`src/rtl/lsu_ctrl.sv`:
```
// Load/store unit: funct3 decode, valid/ack memory handshake, load extension, watchdog.
// Optional macro LSU_MISALIGN_TRAP_EN: misaligned requests complete with rsp_err instead of accessing memory.
module lsu_ctrl #(
  parameter int unsigned TIMEOUT = 16
) (
  input  logic        clk,
  input  logic        rst_n,
  input  logic        req_valid,
  output logic        req_ready,
  input  logic        req_we,
  input  logic [2:0]  req_funct3,
  input  logic [31:0] req_addr,
  input  logic [31:0] req_wdata,
  output logic        rsp_valid,
  output logic [31:0] rsp_rdata,
  output logic        rsp_err,
  output logic        mem_req,
  output logic        mem_we,
  output logic [31:0] mem_addr,
  output logic [3:0]  mem_be,
  output logic [31:0] mem_wdata,
  input  logic [31:0] mem_rdata,
  input  logic        mem_ack
);

  localparam logic [1:0] S_IDLE  = 2'd0;
  localparam logic [1:0] S_ISSUE = 2'd1;
  localparam logic [1:0] S_RESP  = 2'd2;

  localparam int unsigned CW = (TIMEOUT > 2) ? $clog2(TIMEOUT) : 1;
  localparam logic [CW-1:0] TO_LAST = (TIMEOUT == 0) ? '0 : CW'(TIMEOUT - 1);

  logic [1:0]    state_q, state_d;
  logic          we_q, we_d;
  logic [2:0]    f3_q, f3_d;
  logic [1:0]    off_q, off_d;
  logic [29:0]   addr_q, addr_d;
  logic [3:0]    be_q, be_d;
  logic [31:0]   wdata_q, wdata_d;
  logic [CW-1:0] cnt_q, cnt_d;
  logic [31:0]   rdata_q, rdata_d;
  logic          err_q, err_d;

  logic          reject;
  logic [3:0]    be_enc;
  logic [31:0]   wd_enc;
  logic [7:0]    sel_byte;
  logic [15:0]   sel_half;
  logic [31:0]   ld_data;

  always_comb begin
    reject = (req_funct3 == 3'b011) || (req_funct3[2:1] == 2'b11) ||
             (req_we && req_funct3[2]);
`ifdef LSU_MISALIGN_TRAP_EN
    reject = reject ||
             (req_funct3[1:0] == 2'b01 && req_addr[0]) ||
             (req_funct3[1:0] == 2'b10 && req_addr[1:0] != 2'b00);
`endif

    // Shifts ignore low offset bits for h/w, which is exactly the non-trapping misaligned behaviour.
    case (req_funct3[1:0])
      2'b00: begin
        be_enc = 4'b0001 << req_addr[1:0];
        wd_enc = {4{req_wdata[7:0]}};
      end
      2'b01: begin
        be_enc = 4'b0011 << {req_addr[1], 1'b0};
        wd_enc = {2{req_wdata[15:0]}};
      end
      default: begin
        be_enc = 4'b1111;
        wd_enc = req_wdata;
      end
    endcase
    if (!req_we) be_enc = 4'b1111;

    case (off_q)
      2'b00:   sel_byte = mem_rdata[7:0];
      2'b01:   sel_byte = mem_rdata[15:8];
      2'b10:   sel_byte = mem_rdata[23:16];
      default: sel_byte = mem_rdata[31:24];
    endcase
    sel_half = off_q[1] ? mem_rdata[31:16] : mem_rdata[15:0];

    case (f3_q)
      3'b000:  ld_data = {{24{sel_byte[7]}}, sel_byte};
      3'b100:  ld_data = {24'd0, sel_byte};
      3'b001:  ld_data = {{16{sel_half[15]}}, sel_half};
      3'b101:  ld_data = {16'd0, sel_half};
      default: ld_data = mem_rdata;
    endcase
    if (we_q) ld_data = '0;
  end

  always_comb begin
    state_d = state_q;
    we_d    = we_q;
    f3_d    = f3_q;
    off_d   = off_q;
    addr_d  = addr_q;
    be_d    = be_q;
    wdata_d = wdata_q;
    cnt_d   = cnt_q;
    rdata_d = rdata_q;
    err_d   = err_q;

    case (state_q)
      S_IDLE: begin
        cnt_d = '0;
        if (req_valid) begin
          we_d    = req_we;
          f3_d    = req_funct3;
          off_d   = req_addr[1:0];
          addr_d  = req_addr[31:2];
          be_d    = be_enc;
          wdata_d = wd_enc;
          rdata_d = '0;
          err_d   = reject;
          state_d = reject ? S_RESP : S_ISSUE;
        end
      end
      S_ISSUE: begin
        // Ack takes priority over a watchdog expiry in the same cycle.
        if (mem_ack) begin
          rdata_d = ld_data;
          err_d   = 1'b0;
          cnt_d   = '0;
          state_d = S_RESP;
        end else if (TIMEOUT != 0 && cnt_q == TO_LAST) begin
          rdata_d = '0;
          err_d   = 1'b1;
          cnt_d   = '0;
          state_d = S_RESP;
        end else begin
          cnt_d = cnt_q + CW'(1);
        end
      end
      S_RESP:  state_d = S_IDLE;
      default: state_d = S_IDLE;
    endcase
  end

  always_ff @(posedge clk or negedge rst_n) begin
    if (!rst_n) begin
      state_q <= S_IDLE;
      we_q    <= 1'b0;
      f3_q    <= '0;
      off_q   <= '0;
      addr_q  <= '0;
      be_q    <= '0;
      wdata_q <= '0;
      cnt_q   <= '0;
      rdata_q <= '0;
      err_q   <= 1'b0;
    end else begin
      state_q <= state_d;
      we_q    <= we_d;
      f3_q    <= f3_d;
      off_q   <= off_d;
      addr_q  <= addr_d;
      be_q    <= be_d;
      wdata_q <= wdata_d;
      cnt_q   <= cnt_d;
      rdata_q <= rdata_d;
      err_q   <= err_d;
    end
  end

  assign req_ready = (state_q == S_IDLE);
  assign mem_req   = (state_q == S_ISSUE);
  assign rsp_valid = (state_q == S_RESP);
  assign mem_we    = mem_req & we_q;
  assign mem_addr  = {addr_q, 2'b00};
  assign mem_be    = be_q;
  assign mem_wdata = wdata_q;
  assign rsp_rdata = rsp_valid ? rdata_q : '0;
  assign rsp_err   = rsp_valid & err_q;

endmodule
```
`config.mk`:
```
export PLATFORM = sky130hd
export DESIGN_NAME = lsu_ctrl
export DESIGN_NICKNAME = d
export VERILOG_FILES = /design/src/rtl/lsu_ctrl.sv
export SDC_FILE = /design/constraint.sdc
export NUM_CORES = 1
export LEC_CHECK = 0
export BUFFER_PORTS_ARGS = -buffer_cell sky130_fd_sc_hd__buf_2
export CORE_ASPECT_RATIO = 0.9
export CORE_MARGIN = 3
export CORE_UTILIZATION = 44
export CTS_CLUSTER_SIZE = 20
export DETAILED_ROUTE_END_ITERATION = 12
export PLACE_DENSITY_LB_ADDON = 0.12
export REMOVE_ABC_BUFFERS = 1
export SYNTH_ARGS = -nofsm -noshare
export SYNTH_HDL_FRONTEND = slang
export SYNTH_SLANG_ARGS = --single-unit
```
`constraint.sdc`:
```
create_clock -name clk -period 1.5 [get_ports clk]
set_input_delay 0.45 -clock clk [delete_from_list [all_inputs] [get_ports clk]]
set_output_delay 0.45 -clock clk [all_outputs]
set_load 0.1 [all_outputs]
```
==> impl_metrics.py <==
metrics = {
    "die": {
        "core_area_um2": 11700,
        "die_h_um": 111,
        "dieWidth_um": 123,
        "dieArea_um2": 13600,
        "num_rows": 37,
        "start_util": 0.461,
        "num_io_pins": 209,
    },
    "yosys": {
        "syn_avg_cell_area_um2": 9.24,
        "yosysWarnings": 0,
        "yosys.cell_types.count": 45,
        "synthesis.area_um2": 5400,
        "synth-main-ff-cell": "dfrtp_1",
        "synth_top_family_by_area": "simple AND/OR/NAND/NOR gates",
        "yosys.area_share.simple": 0.222,
        "synth_compound_area_frac": 0.144,
        "synthMuxAreaShare": 0.0659,
        "synth_top_cell_by_area": "dfrtp_1",
        "synthAdderAreaFrac": 0.00232,
        "synth_top_cells_by_area": "dfrtp_1, nand2_1, mux2i_1, and2_1, o21ai_0",
        "synth_xor_area_frac": 0,
        "yosysSeqAreaShare": 0.515,
        "yosysTopAreaCellShare": 0.515,
        "synth-edff-count": 0,
        "synth_cells": 584,
        "yosys_register_bits": 111,
        "synthArstFlopShare": 1.00,
    },
    "worst_setup_path": {
        "reg2reg_from": "state_q[0]$_DFFE_PN0P_",
        "worst-path-buf-inv": 2,
        "crit_type": "reg2out",
        "worstPathRequired_ns": 1.05,
        "max_stage_delay_ns": 0.43,
        "critPathLaunch": "state_q[0]$_DFFE_PN0P_",
        "arrival_ns": 1.52,
        "cp-start-kind": "flip-flop",
        "critPathMaxFanout": 32,
        "crit_slowest_cell": "dfrtp_1",
        "crit_family": "flip-flops",
        "end_kind": "output port",
        "worstPathCellList": "nor2b_4 -> buf_12 -> and2_1 -> buf_12",
        "crit_path_frequent_cell": "buf_12",
    },
    "clock_network": {
        "cts_tree": "yes",
        "clock_sinks": 111,
        "root_buffer": "clkbuf_16",
        "cts.htree.levels": 3,
        "cts.path.max_buffers": 2,
        "hold_buffers": 0,
        "clk_pin_slew_ns": 0.07,
        "cts_buffers": 9,
        "worst_skew_pair.late_latency_ns": 0.36,
    },
    "detailed_routing": {
        "firstDrtPassIters": 5,
        "avgRoutedWirePerCell_um": 18.8,
        "drt-total-wl_mm": 18.7,
        "viasPerCell": 5.37,
        "drtIter0Drc": 366,
        "detail-route-antenna-nets": 0,
        "via_count": 5344,
        "drc": 0,
    },
    "global_route": {
        "grt_pass1_vias": 5271,
        "grt_use_total": 0.253,
        "grt_max_degree": 70,
        "grt_pass1_wl_mm": 27.0,
        "overflow": 0,
        "antenna_found_initial": 1,
    },
    "sta": {
        "min_period_ns": 1.97,
        "setup_viol": 144,
        "setup_slack_ns": -0.474,
        "final_max_slew_viol_count": 0,
        "fin_skew_ns": 0.00923,
        "hold_viol_final": 0,
        "rsz0062_at_grt": "true",
        "setup_tns_ns": -43.72,
        "fin_crit_sh": 1.32,
        "max_freq_mhz": 506,
    },
    "cells_and_area": {
        "antenna_cells": 0,
        "fin_area_um2": 9350,
        "final_nets": 940,
        "area_growth_pct": 73.2,
        "final_layout_size_suffix_gt1_frac": 0.426,
    },
    "power": {
        "powerDensity_nw_per_um2": 2650,
        "leakage_nw": 4.60,
        "vdd_drop_max_mv": 1.93,
        "total_power_mw": 24.7,
    },
    "run_status": {
        "status": "finished, violations left",
        "violations": "negative setup slack",
    },
    "worst_hold_path": {
        "hp-class": "in2async",
    },
    "placement": {
        "dp_hpwl_mm": 12.1,
        "place.gp.congestion": 0.831,
        "portBuffers": 206,
        "dp_slack_ns": -0.260,
        "dpl_cell_area_um2": 8360,
    },
    "job": {
        "maxCapViolations": 0,
    },
}
## report_power, final
group | internal, mW | switching, mW | total (mW)
Combinational | 6.41 | 10.6 | 17.0
Sequential | 4.20 | 1.26 | 5.47
Clock | 1.17 | 1.10 | 2.27
Total | 11.8 | 13.0 | 24.7
## layout by cell type (no fill, tap or decap), types with 3 or more instances in the layout
cell type,instances
buf_8,3
o21ai_1,16
clkbuf_16,16
buf_2,102
buf_4,36
a2bb2oi_1,4
o21ai_0,29
a22o_1,5
and2_1,16
nand2b_1,5
a21oi_1,19
o2111ai_1,3
o22ai_1,9
buf_16,4
nand2_2,4
inv_1,9
a22oi_2,16
buf_6,11
dfrtp_1,111
o21ai_2,4
nand2_1,184
nand3_1,6
buf_12,115
and2_4,21
nor2_1,15
or3_1,4
mux2i_1,33
## registers in the layout, indices dropped and copies added, names as in the netlist
| name | count |
|---|---|
| addr_q | 30 |
| cnt_q | 4 |
| err_q | 1 |
| f3_q | 3 |
| mem_be | 4 |
| mem_wdata | 32 |
| off_q | 2 |
| rdata_q | 32 |
| state_q | 2 |
| we_q | 1 |
## cells in the mapped netlist (7+ instances only)
master / n
and2_1: 36
clkbuf_1: 7
nor2_1: 16
a21oi_1: 19
o22ai_1: 10
a22oi_2: 16
nand3_1: 7
inv_1: 9
buf_2: 25
dfrtp_1: 111
nand2_1: 190
mux2i_1: 33
o21ai_0: 44
## worst reg2reg max path, stage by stage, from the launching register on
cell	delay (ns)
dfrtp_1	0.43
buf_6	0.14
buf_6	0.11
buf_6	0.11
and2b_4	0.16
a211o_4	0.41
buf_12	0.16
buf_16	0.12
a22oi_2	0.11
nand2_1	0.10
## through the flow
stage	hold WS, ns	utilization	instances
floorplan	0.154	-	544
global placement	0.464	0.713	952
detailed placement	0.467	0.713	952
CTS	0.106	0.759	979
global route	0.107	0.798	996
finish	0.0861	0.798	996
## layout make-up
type                    instances  area, um2
clock buffers                  11        243
clock inverters                 5       33.8
fillers                       720       2370
inverters                       9       33.8
multi-input cells             426       2530
flip-flops and latches        111       2780
well taps                     156        195
repair buffers                278       3540
## worst paths after layout
kind | to | cells after the start | slack (ns)
max | rsp_rdata[2] | 4 | -0.47
min | rdata_q[11]$_DFFE_PN0P_ | 2 | 0.09
max reg2reg | rdata_q[16]$_DFFE_PN0P_ | 9 | -0.47
min reg2reg | rdata_q[1]$_DFFE_PN0P_ | 2 | 0.49
max in group asynchronous | addr_q[2]$_DFFE_PN0P_ | 2 | 1.14
min in group clk | addr_q[11]$_DFFE_PN0P_ | 3 | 0.27
## metal layers
layer,part of all wire,vias to the layer above,global-route usage
li1,-,2458,-
met1,0.36,2586,0.287
met2,0.51,256,0.428
met3,0.099,42,0.108
met4,0.025,2,0.0761
met5,0.00069,-,0
## cell families after synthesis
logic type,after synthesis
mux,35
compound gates,114
flops,111
simple gates,272
fa+ha+maj,1
other cells,1
buf+inv,50
## timing repair
action / 4_1_cts / 5_1_grt
cloned: 4 / 15
endpoints found under the setup margin: 53 / 146
buffers inserted: 7 / 2
gates resized for setup: 22 / 62
pin swaps: 11 / 12
Note: power is estimated with default switching activity, not from simulation.
